<file path="config.mk">
export PLATFORM = sky130hd
export DESIGN_NAME = router_ctrl_rr_flat
export DESIGN_NICKNAME = d
export VERILOG_FILES = /design/src/rtl/router_ctrl_rr_if.sv /design/src/rtl/router_ctrl_rr.sv /design/src/flat_wrapper.sv
export SDC_FILE = /design/constraint.sdc
export NUM_CORES = 1
export LEC_CHECK = 0
export CORE_MARGIN = 2
export CORE_UTILIZATION = 40
export CTS_CLUSTER_SIZE = 12
export DETAILED_ROUTE_END_ITERATION = 8
export PLACE_DENSITY_LB_ADDON = 0.08
export SLEW_MARGIN = 5
export SYNTH_ARGS = -nofsm -noshare
export SYNTH_HDL_FRONTEND = slang
export SYNTH_SLANG_ARGS = --single-unit
</file>
<file path="constraint.sdc">
create_clock -name clk -period 2.2 [get_ports clk]
set_input_delay 0.22 -clock clk [delete_from_list [all_inputs] [get_ports clk]]
set_output_delay 0.22 -clock clk [all_outputs]
set_load 0.02 [all_outputs]
</file>
<file path="src/rtl/router_ctrl_rr_if.sv">
// Handshake and flit bundle between the ring-router controller (master) and its FIFOs/arbiter (slave).
interface router_ctrl_rr_if #(
  parameter int DATA_W = 64,
  parameter int ADDR_W = 10
);
  logic              start_req;
  logic [ADDR_W-1:0] src_addr;
  logic              done;
  logic              read_req;
  logic              read_gnt;
  logic [ADDR_W-1:0] arb_src_addr;
  logic              write_req;
  logic              write_gnt;
  logic [ADDR_W-1:0] arb_dst_addr;
  logic              valid_dfx_data;
  logic [ADDR_W-1:0] dst_addr_recv;
  logic              out0_rd;
  logic              local_empty;
  logic [DATA_W-1:0] local_data;
  logic              local_rd;
  logic              ring_empty;
  logic [DATA_W-1:0] ring_data;
  logic              ring_rd;
  logic              local_out_full;
  logic              ring_out_full;
  logic [DATA_W-1:0] local_out_data;
  logic              local_out_we;
  logic [DATA_W-1:0] ring_out_data;
  logic              ring_out_we;

  modport master (
    input  start_req, src_addr, read_gnt, write_gnt, valid_dfx_data, dst_addr_recv,
           local_empty, local_data, ring_empty, ring_data, local_out_full, ring_out_full,
    output done, read_req, arb_src_addr, write_req, arb_dst_addr, out0_rd,
           local_rd, ring_rd, local_out_data, local_out_we, ring_out_data, ring_out_we
  );

  modport slave (
    output start_req, src_addr, read_gnt, write_gnt, valid_dfx_data, dst_addr_recv,
           local_empty, local_data, ring_empty, ring_data, local_out_full, ring_out_full,
    input  done, read_req, arb_src_addr, write_req, arb_dst_addr, out0_rd,
           local_rd, ring_rd, local_out_data, local_out_we, ring_out_data, ring_out_we
  );
endinterface

</file>
<file path="src/rtl/router_ctrl_rr.sv">
// Ring-router controller: header stamping, TTL forwarding/drop, round-robin local/ring
// arbitration into registered egress, plus read/write memory-arbiter handshake FSMs.
module router_ctrl_rr #(
  parameter int DATA_W        = 64,
  parameter int ADDR_W        = 10,
  parameter int SRC_W         = 2,
  parameter int NUM_W         = 5,
  parameter int TTL_W         = 2,
  parameter int NUMBER_PACKET = 19,
  parameter int TTL_INIT      = 2,
  parameter int MY_ID         = 0,
  parameter int READ_BEATS    = 5
) (
  input logic            clk,
  input logic            rst,
  router_ctrl_rr_if.master bus
);
  localparam int HDR_W   = SRC_W + NUM_W + TTL_W;
  localparam int TTL_LSB = SRC_W + NUM_W;
  localparam int CNT_W   = $clog2(READ_BEATS + 1);

  localparam logic [SRC_W-1:0] MY_SRC    = SRC_W'(MY_ID);
  localparam logic [TTL_W-1:0] TTL_STAMP = TTL_W'(TTL_INIT);
  localparam logic [NUM_W-1:0] PKT_LAST  = NUM_W'(NUMBER_PACKET);
  localparam logic [CNT_W-1:0] BEAT_LAST = CNT_W'(READ_BEATS - 1);

  typedef enum logic       {RR_LOCAL, RR_RING}          rr_e;
  typedef enum logic       {RD_IDLE, RD_REQ}            rd_state_e;
  typedef enum logic [1:0] {WR_IDLE, WR_REQ, WR_POP}    wr_state_e;

  rr_e              rr_ptr;
  rd_state_e        rd_state;
  wr_state_e        wr_state;
  logic [NUM_W-1:0] pkt_num;
  logic [CNT_W-1:0] rd_cnt;

  logic [TTL_W-1:0]  ring_ttl;
  logic [SRC_W-1:0]  ring_src;
  logic              ring_drop, ring_sink, ring_bcast;
  logic              ring_elig, local_elig, contested;
  logic              grant_local, grant_ring;
  logic [DATA_W-1:0] ring_fwd, local_stamped;

  assign ring_ttl   = bus.ring_data[TTL_LSB +: TTL_W];
  assign ring_src   = bus.ring_data[SRC_W-1:0];
  assign ring_drop  = (ring_src == MY_SRC) || (ring_ttl == '0);
  assign ring_sink  = !ring_drop && (ring_ttl == TTL_W'(1));
  assign ring_bcast = !ring_drop && !ring_sink;

  // Eligibility is gated by rst so no FIFO is popped while the controller is held in reset.
  assign ring_elig  = !rst && !bus.ring_empty &&
                      (ring_drop || (ring_sink && !bus.local_out_full) ||
                       (ring_bcast && !bus.local_out_full && !bus.ring_out_full));
  assign local_elig = !rst && !bus.local_empty && !bus.ring_out_full;
  assign contested  = local_elig && ring_elig;

  assign grant_local  = local_elig && (!ring_elig || rr_ptr == RR_LOCAL);
  assign grant_ring   = ring_elig && !grant_local;
  assign bus.local_rd = grant_local;
  assign bus.ring_rd  = grant_ring;

  // NOTE: every always_comb target gets a full default first so no latch can be inferred.
  always_comb begin
    ring_fwd                       = bus.ring_data;
    ring_fwd[TTL_LSB +: TTL_W]     = ring_ttl - TTL_W'(1);
    local_stamped                  = bus.local_data;
    local_stamped[HDR_W-1:0]       = {TTL_STAMP, pkt_num, MY_SRC};
  end

  // NOTE: sequential state uses non-blocking assignments so all registers update together.
  always_ff @(posedge clk) begin
    if (rst) begin
      // NOTE: data registers are reset too because they are visible outputs that must read 0.
      rr_ptr             <= RR_LOCAL;
      pkt_num            <= NUM_W'(1);
      bus.local_out_we   <= 1'b0;
      bus.ring_out_we    <= 1'b0;
      bus.local_out_data <= '0;
      bus.ring_out_data  <= '0;
    end else begin
      bus.local_out_we <= grant_ring && !ring_drop;
      bus.ring_out_we  <= grant_local || (grant_ring && ring_bcast);
      if (grant_ring && !ring_drop) bus.local_out_data <= ring_fwd;
      if (grant_local) begin
        bus.ring_out_data <= local_stamped;
        pkt_num           <= (pkt_num == PKT_LAST) ? NUM_W'(1) : pkt_num + NUM_W'(1);
      end else if (grant_ring && ring_bcast) begin
        bus.ring_out_data <= ring_fwd;
      end
      if (contested) rr_ptr <= (rr_ptr == RR_LOCAL) ? RR_RING : RR_LOCAL;
    end
  end

  always_ff @(posedge clk) begin
    if (rst) begin
      rd_state         <= RD_IDLE;
      rd_cnt           <= '0;
      bus.read_req     <= 1'b0;
      bus.done         <= 1'b0;
      bus.arb_src_addr <= {ADDR_W{1'b0}};
    end else begin
      bus.done <= 1'b0;
      case (rd_state)
        RD_IDLE: if (bus.start_req) begin
          rd_state         <= RD_REQ;
          rd_cnt           <= '0;
          bus.read_req     <= 1'b1;
          bus.arb_src_addr <= bus.src_addr;
        end
        RD_REQ: begin
          // Dropping start_req abandons the burst even on a granted cycle.
          if (!bus.start_req) begin
            rd_state     <= RD_IDLE;
            rd_cnt       <= '0;
            bus.read_req <= 1'b0;
          end else if (bus.read_gnt) begin
            if (rd_cnt == BEAT_LAST) begin
              rd_state     <= RD_IDLE;
              rd_cnt       <= '0;
              bus.read_req <= 1'b0;
              bus.done     <= 1'b1;
            end else begin
              rd_cnt <= rd_cnt + CNT_W'(1);
            end
          end
        end
        default: rd_state <= RD_IDLE;
      endcase
    end
  end

  always_ff @(posedge clk) begin
    if (rst) begin
      wr_state         <= WR_IDLE;
      bus.write_req    <= 1'b0;
      bus.out0_rd      <= 1'b0;
      bus.arb_dst_addr <= {ADDR_W{1'b0}};
    end else begin
      bus.out0_rd <= 1'b0;
      case (wr_state)
        WR_IDLE: if (bus.valid_dfx_data) begin
          wr_state         <= WR_REQ;
          bus.write_req    <= 1'b1;
          bus.arb_dst_addr <= bus.dst_addr_recv;
        end
        WR_REQ: begin
          if (!bus.valid_dfx_data) begin
            wr_state      <= WR_IDLE;
            bus.write_req <= 1'b0;
          end else if (bus.write_gnt) begin
            wr_state      <= WR_POP;
            bus.write_req <= 1'b0;
            bus.out0_rd   <= 1'b1;
          end
        end
        // One settling cycle so the popped flit's stale valid is not re-requested.
        WR_POP:  wr_state <= WR_IDLE;
        default: wr_state <= WR_IDLE;
      endcase
    end
  end
endmodule

</file>
<file path="src/flat_wrapper.sv">
// flat-port wrapper written by rule: the top's interface ports become plain ports
module router_ctrl_rr_flat 
#(
  parameter int DATA_W        = 64,
  parameter int ADDR_W        = 10,
  parameter int SRC_W         = 2,
  parameter int NUM_W         = 5,
  parameter int TTL_W         = 2,
  parameter int NUMBER_PACKET = 19,
  parameter int TTL_INIT      = 2,
  parameter int MY_ID         = 0,
  parameter int READ_BEATS    = 5
)
  (clk, rst, bus_start_req, bus_src_addr, bus_read_gnt, bus_write_gnt, bus_valid_dfx_data, bus_dst_addr_recv, bus_local_empty, bus_local_data, bus_ring_empty, bus_ring_data, bus_local_out_full, bus_ring_out_full, bus_done, bus_read_req, bus_arb_src_addr, bus_write_req, bus_arb_dst_addr, bus_out0_rd, bus_local_rd, bus_ring_rd, bus_local_out_data, bus_local_out_we, bus_ring_out_data, bus_ring_out_we);
  router_ctrl_rr_if #(.DATA_W(DATA_W), .ADDR_W(ADDR_W)) bus_i ();
  input logic clk;
  input logic rst;
  input wire logic [$bits(bus_i.start_req)-1:0] bus_start_req;
  input wire logic [$bits(bus_i.src_addr)-1:0] bus_src_addr;
  input wire logic [$bits(bus_i.read_gnt)-1:0] bus_read_gnt;
  input wire logic [$bits(bus_i.write_gnt)-1:0] bus_write_gnt;
  input wire logic [$bits(bus_i.valid_dfx_data)-1:0] bus_valid_dfx_data;
  input wire logic [$bits(bus_i.dst_addr_recv)-1:0] bus_dst_addr_recv;
  input wire logic [$bits(bus_i.local_empty)-1:0] bus_local_empty;
  input wire logic [$bits(bus_i.local_data)-1:0] bus_local_data;
  input wire logic [$bits(bus_i.ring_empty)-1:0] bus_ring_empty;
  input wire logic [$bits(bus_i.ring_data)-1:0] bus_ring_data;
  input wire logic [$bits(bus_i.local_out_full)-1:0] bus_local_out_full;
  input wire logic [$bits(bus_i.ring_out_full)-1:0] bus_ring_out_full;
  output wire logic [$bits(bus_i.done)-1:0] bus_done;
  output wire logic [$bits(bus_i.read_req)-1:0] bus_read_req;
  output wire logic [$bits(bus_i.arb_src_addr)-1:0] bus_arb_src_addr;
  output wire logic [$bits(bus_i.write_req)-1:0] bus_write_req;
  output wire logic [$bits(bus_i.arb_dst_addr)-1:0] bus_arb_dst_addr;
  output wire logic [$bits(bus_i.out0_rd)-1:0] bus_out0_rd;
  output wire logic [$bits(bus_i.local_rd)-1:0] bus_local_rd;
  output wire logic [$bits(bus_i.ring_rd)-1:0] bus_ring_rd;
  output wire logic [$bits(bus_i.local_out_data)-1:0] bus_local_out_data;
  output wire logic [$bits(bus_i.local_out_we)-1:0] bus_local_out_we;
  output wire logic [$bits(bus_i.ring_out_data)-1:0] bus_ring_out_data;
  output wire logic [$bits(bus_i.ring_out_we)-1:0] bus_ring_out_we;
  assign bus_i.start_req = bus_start_req;
  assign bus_i.src_addr = bus_src_addr;
  assign bus_i.read_gnt = bus_read_gnt;
  assign bus_i.write_gnt = bus_write_gnt;
  assign bus_i.valid_dfx_data = bus_valid_dfx_data;
  assign bus_i.dst_addr_recv = bus_dst_addr_recv;
  assign bus_i.local_empty = bus_local_empty;
  assign bus_i.local_data = bus_local_data;
  assign bus_i.ring_empty = bus_ring_empty;
  assign bus_i.ring_data = bus_ring_data;
  assign bus_i.local_out_full = bus_local_out_full;
  assign bus_i.ring_out_full = bus_ring_out_full;
  assign bus_done = bus_i.done;
  assign bus_read_req = bus_i.read_req;
  assign bus_arb_src_addr = bus_i.arb_src_addr;
  assign bus_write_req = bus_i.write_req;
  assign bus_arb_dst_addr = bus_i.arb_dst_addr;
  assign bus_out0_rd = bus_i.out0_rd;
  assign bus_local_rd = bus_i.local_rd;
  assign bus_ring_rd = bus_i.ring_rd;
  assign bus_local_out_data = bus_i.local_out_data;
  assign bus_local_out_we = bus_i.local_out_we;
  assign bus_ring_out_data = bus_i.ring_out_data;
  assign bus_ring_out_we = bus_i.ring_out_we;
  router_ctrl_rr #(.DATA_W(DATA_W), .ADDR_W(ADDR_W), .SRC_W(SRC_W), .NUM_W(NUM_W), .TTL_W(TTL_W), .NUMBER_PACKET(NUMBER_PACKET), .TTL_INIT(TTL_INIT), .MY_ID(MY_ID), .READ_BEATS(READ_BEATS)) u_core (.clk(clk), .rst(rst), .bus(bus_i));
endmodule
</file>
==> summary.txt <==
Timing
  – Crit path time final: 2.12 ns
  – Worst slew slack as a fraction of its limit: 0.474
  – Transition time at the pin with the least slew margin: 0.788 ns
  – Hold Violations, Final: 0
  – Finish-stage setup viols: 0
  – Final clock skew: 0.00968 ns
  – Slew Viols, Final: 0
  – Period utilisation layout: 0.962
  – Final critical-path setup slack: 0.0847 ns
  – Unrepaired setup endpoints after global routing: false
  – Worst hold margin: 0.343 ns
  – F_max: 0.473 GHz

Floorplan
  – I/O pin count: 314
  – Die height: 129 um
  – X dimension of the die: 129 um
  – Standard-cell row count: 45
  – Core Box Area: 15300 sq um
  – Starting density of the core: 0.412
  – Area of the die: 16700 sq um

Clock tree
  – CTS Sinks: 166
  – Clock latency on the worst-skew pair: 0.42 ns
  – Post-CTS Repair Setup Buffers: 0
  – Max Root-Sink Buffers: 2
  – CTS H-tree depth: 4
  – Clock slew seen by the registers of the worst setup and hold paths: 0.07 ns
  – TritonCTS clock tree: built
  – Root Buffer: clkbuf_16
  – Quantity of hold-fixing buffers added after cts: 0
  – Cts bufs inserted: 17

Hold path
  – Class of the tightest hold or removal check: primary input to register

Logic synthesis
  – Synthesis warning total: 0
  – Mapped cell area: 6280 sq um
  – Number of different library cells in the post-synthesis netlist: 43
  – Synth Flop Type: dfxtp_1
  – Async SR Flop Fraction: 0
  – Synthesized net count: 881
  – Post-synthesis sequential area ratio: 0.529
  – Number of synthesized flops with an enable pin: 0
  – Synthesized area per cell: 8.75 sq um
  – Seq cells post-synth: 166
  – Post-synthesis cell count: 718

Place
  – Count of input and output buffers: 304
  – RePlAce Congestion: 0.807
  – HPWL after detailed placement: 14400 um
  – Setup Slack @ Placement: -0.532 ns

Global route
  – Largest net degree at the start of global routing: 73
  – Total track usage: 0.239
  – Number of global-route vias before repair: 6000
  – Number of antenna violations at the first check in global routing: 1
  – First-pass GRT wire length: 31300 um
  – Global route overflow: 0

Power and ir drop
  – Power share of the sequential group: 0.450
  – Gate power share: 0.146
  – Clock network fraction of total power: 0.404
  – Leakage power total: 3.89 nW
  – Switching pwr: 1.84 mW
  – Switching share of power: 0.260
  – Worst VDD drop: 0.505 mV
  – Cell Int Power: 5.22 mW
  – Power density of the placed cells: 688 nW/um^2

Critical path
  – Delay contributed by the slowest stage of the critical path: 0.48 ns
  – Cell at the slowest stage of the critical path: clkdlybuf4s50_1
  – Peak fanout along the critical path: 5
  – Crit path capture type: output pin
  – Cell mode on critical path: o21bai_2
  – Worst EP required: 1.98 ns
  – WS Path Type: primary input to output pin
  – Cell family with the largest share of critical-path delay: buffers and inverters
  – Ordered list of cells on the worst path: clkdlybuf4s50_1, inv_1, ha_1, o21bai_2, o21bai_2, a21bo_2, inv_4, buf_4
  – Worst path bufs/invs: 4
  – CP startpoint kind: primary input
  – Arrival time reported for the critical path endpoint: 1.90 ns

Finish
  – Proportion of layout cells with a drive suffix above 1: 0.0840
  – Area growth syn-to-layout: 63.6%
  – Final net count: 1186
  – Count of inserted antenna diode cells: 0
  – Filler cell count in the final layout: 1313

Job
  – # Max-Cap Violations: 0

Route
  – Post-route ant nets: 0
  – Routed vias/inst: 5.04
  – Routed wire per std cell: 16.5 um
  – DR iter-0 viols: 316
  – Number of detailed-routing iterations run before antenna repair: 5
  – Total via count after detailed routing: 6283
  – Final routed wirelength across all metal layers: 20600 um
  – Final routed DRC violation total: 0

Outcome
  – Status: completed
## final cells by class
class / instances / area (sq um) / area share
Multi-Input combinational cell: 488 / 2710 / 0.264
Inverter: 9 / 38.8 / 0.00378
Clock buffer: 19 / 453 / 0.0441
Sequential cell: 166 / 3320 / 0.323
Tap cell: 211 / 264 / 0.0257
Clock inverter: 13 / 115 / 0.0112
Timing Repair Buffer: 341 / 3370 / 0.328
## logic make-up (layout without fill, tap and decap cells)
logic type               count (synthesis)  count (layout)  synth area share
AND/OR/NAND/NOR                        261             262             0.179
XOR/XNOR                                 3               3           0.00418
multiplexers                            14              14            0.0223
AO/OA/AOI/OAI                          204             204             0.208
adder cells (fa/ha/maj)                  5               5           0.00996
flip-flops                             166             166             0.529
buffers and inverters                   65             382            0.0474
## power groups by stage
stage | combinational (mW) | clock [mW] | sequential, mW
after floorplan | 0.278 | 0 | 3.37
after global placement | 1.02 | 0 | 3.24
after detailed placement | 1.02 | 0 | 3.25
after CTS | 1.03 | 2.91 | 3.18
after global routing | 1.10 | 3.04 | 3.19
final | 1.03 | 2.85 | 3.18
## sequential cells by signal, summed over array words and instances (netlist names)
register and cells:
u_core.rr_ptr 1, u_core.bus.read_req 1, u_core.rd_state 1, u_core.bus.local_out_data 64, u_core.bus.done 1, u_core.bus.arb_src_addr 10, u_core.rd_cnt 3, u_core.bus.local_out_we 1
u_core.bus.ring_out_we 1, u_core.bus.write_req 1, u_core.bus.arb_dst_addr 10, u_core.bus.ring_out_data 64, u_core.pkt_num 5, u_core.bus.out0_rd 1, u_core.wr_state 2
## per-layer routing
| layer | routed length [um] | GRT usage |
|---|---|---|
| met5 | 0 | 0 |
| met4 | 552 | 0.0985 |
| met3 | 1420 | 0.0694 |
| met2 | 9670 | 0.392 |
| met1 | 8940 | 0.297 |
## cells in the mapped netlist (3+ instances only)
| cell type | count | area [sq um] |
|---|---|---|
| nand3_1 | 26 | 130 |
| a311oi_1 | 5 | 43.8 |
| buf_1 | 12 | 45.0 |
| nand2_1 | 162 | 608 |
| a22oi_1 | 22 | 165 |
| nor2b_1 | 4 | 25.0 |
| dfxtp_1 | 166 | 3320 |
| buf_2 | 13 | 65.1 |
| o21ai_0 | 4 | 20.0 |
| xnor2_1 | 3 | 26.3 |
| o22ai_1 | 8 | 50.1 |
| nor3_1 | 23 | 115 |
| nor2_1 | 27 | 101 |
| mux2i_1 | 14 | 140 |
| ha_1 | 5 | 62.6 |
| buf_6 | 5 | 56.3 |
| a21oi_1 | 100 | 500 |
| clkbuf_1 | 26 | 97.6 |
| inv_1 | 7 | 26.3 |
| a21o_1 | 28 | 210 |
| a22o_1 | 26 | 228 |
## final timing paths
kind	from	to	slack, ns	cells after the start
setup / recovery	bus_ring_data[7]	bus_local_rd	0.08	8
hold / removal	bus_src_addr[3]	u_core.bus.arb_src_addr[3]	0.34	3
setup reg to reg	u_core.rr_ptr	u_core.bus.ring_out_data[19]	0.26	5
hold reg to reg	u_core.bus.ring_out_data[43]	u_core.bus.ring_out_data[43]	0.45	1
## per-stage QoR
| step | cell area [sq um] | power, mW | TNS, ns | utilization | std cells |
|---|---|---|---|---|---|
| after CTS | 10200 | 7.12 | 0 | 0.672 | 1247 |
| after detailed placement | 9670 | 4.27 | -47.74 | 0.633 | 1214 |
| after floorplan | 6280 | 3.65 | 0 | - | 718 |
| after global placement | 9670 | 4.26 | -43.22 | 0.633 | 1214 |
| after global routing | 10300 | 7.33 | 0 | 0.673 | 1247 |
| final | 10300 | 7.06 | 0 | 0.673 | 1247 |
## placed cells by master, fill, tap and decap left out, drive strengths merged, types with 4 or more instances in the layout
| cell | count |
|---|---|
| a22oi | 22 |
| a21oi | 100 |
| clkbuf | 19 |
| o22ai | 8 |
| mux2i | 14 |
| buf | 40 |
| inv | 16 |
| a22o | 26 |
| nor2b | 4 |
| o21ai | 4 |
| nor3 | 25 |
| nand3 | 26 |
| ha | 5 |
| nor2 | 27 |
| clkdlybuf4s50 | 301 |
| nand2 | 162 |
| dfxtp | 166 |
| a311oi | 5 |
| a21o | 28 |
## worst min-delay path: stages
cell,delay (ns)
clkdlybuf4s50_1,0.40
nand2_1,0.06
a21oi_1,0.05
## timing repair
item                                   CTS  global route
pin swaps                                1             0
gates cloned                             1             0
setup endpoints to repair               28            68
resized for setup                       12             8
endpoints found under the hold margin    0             0
Power figures use the tool's default switching activity.
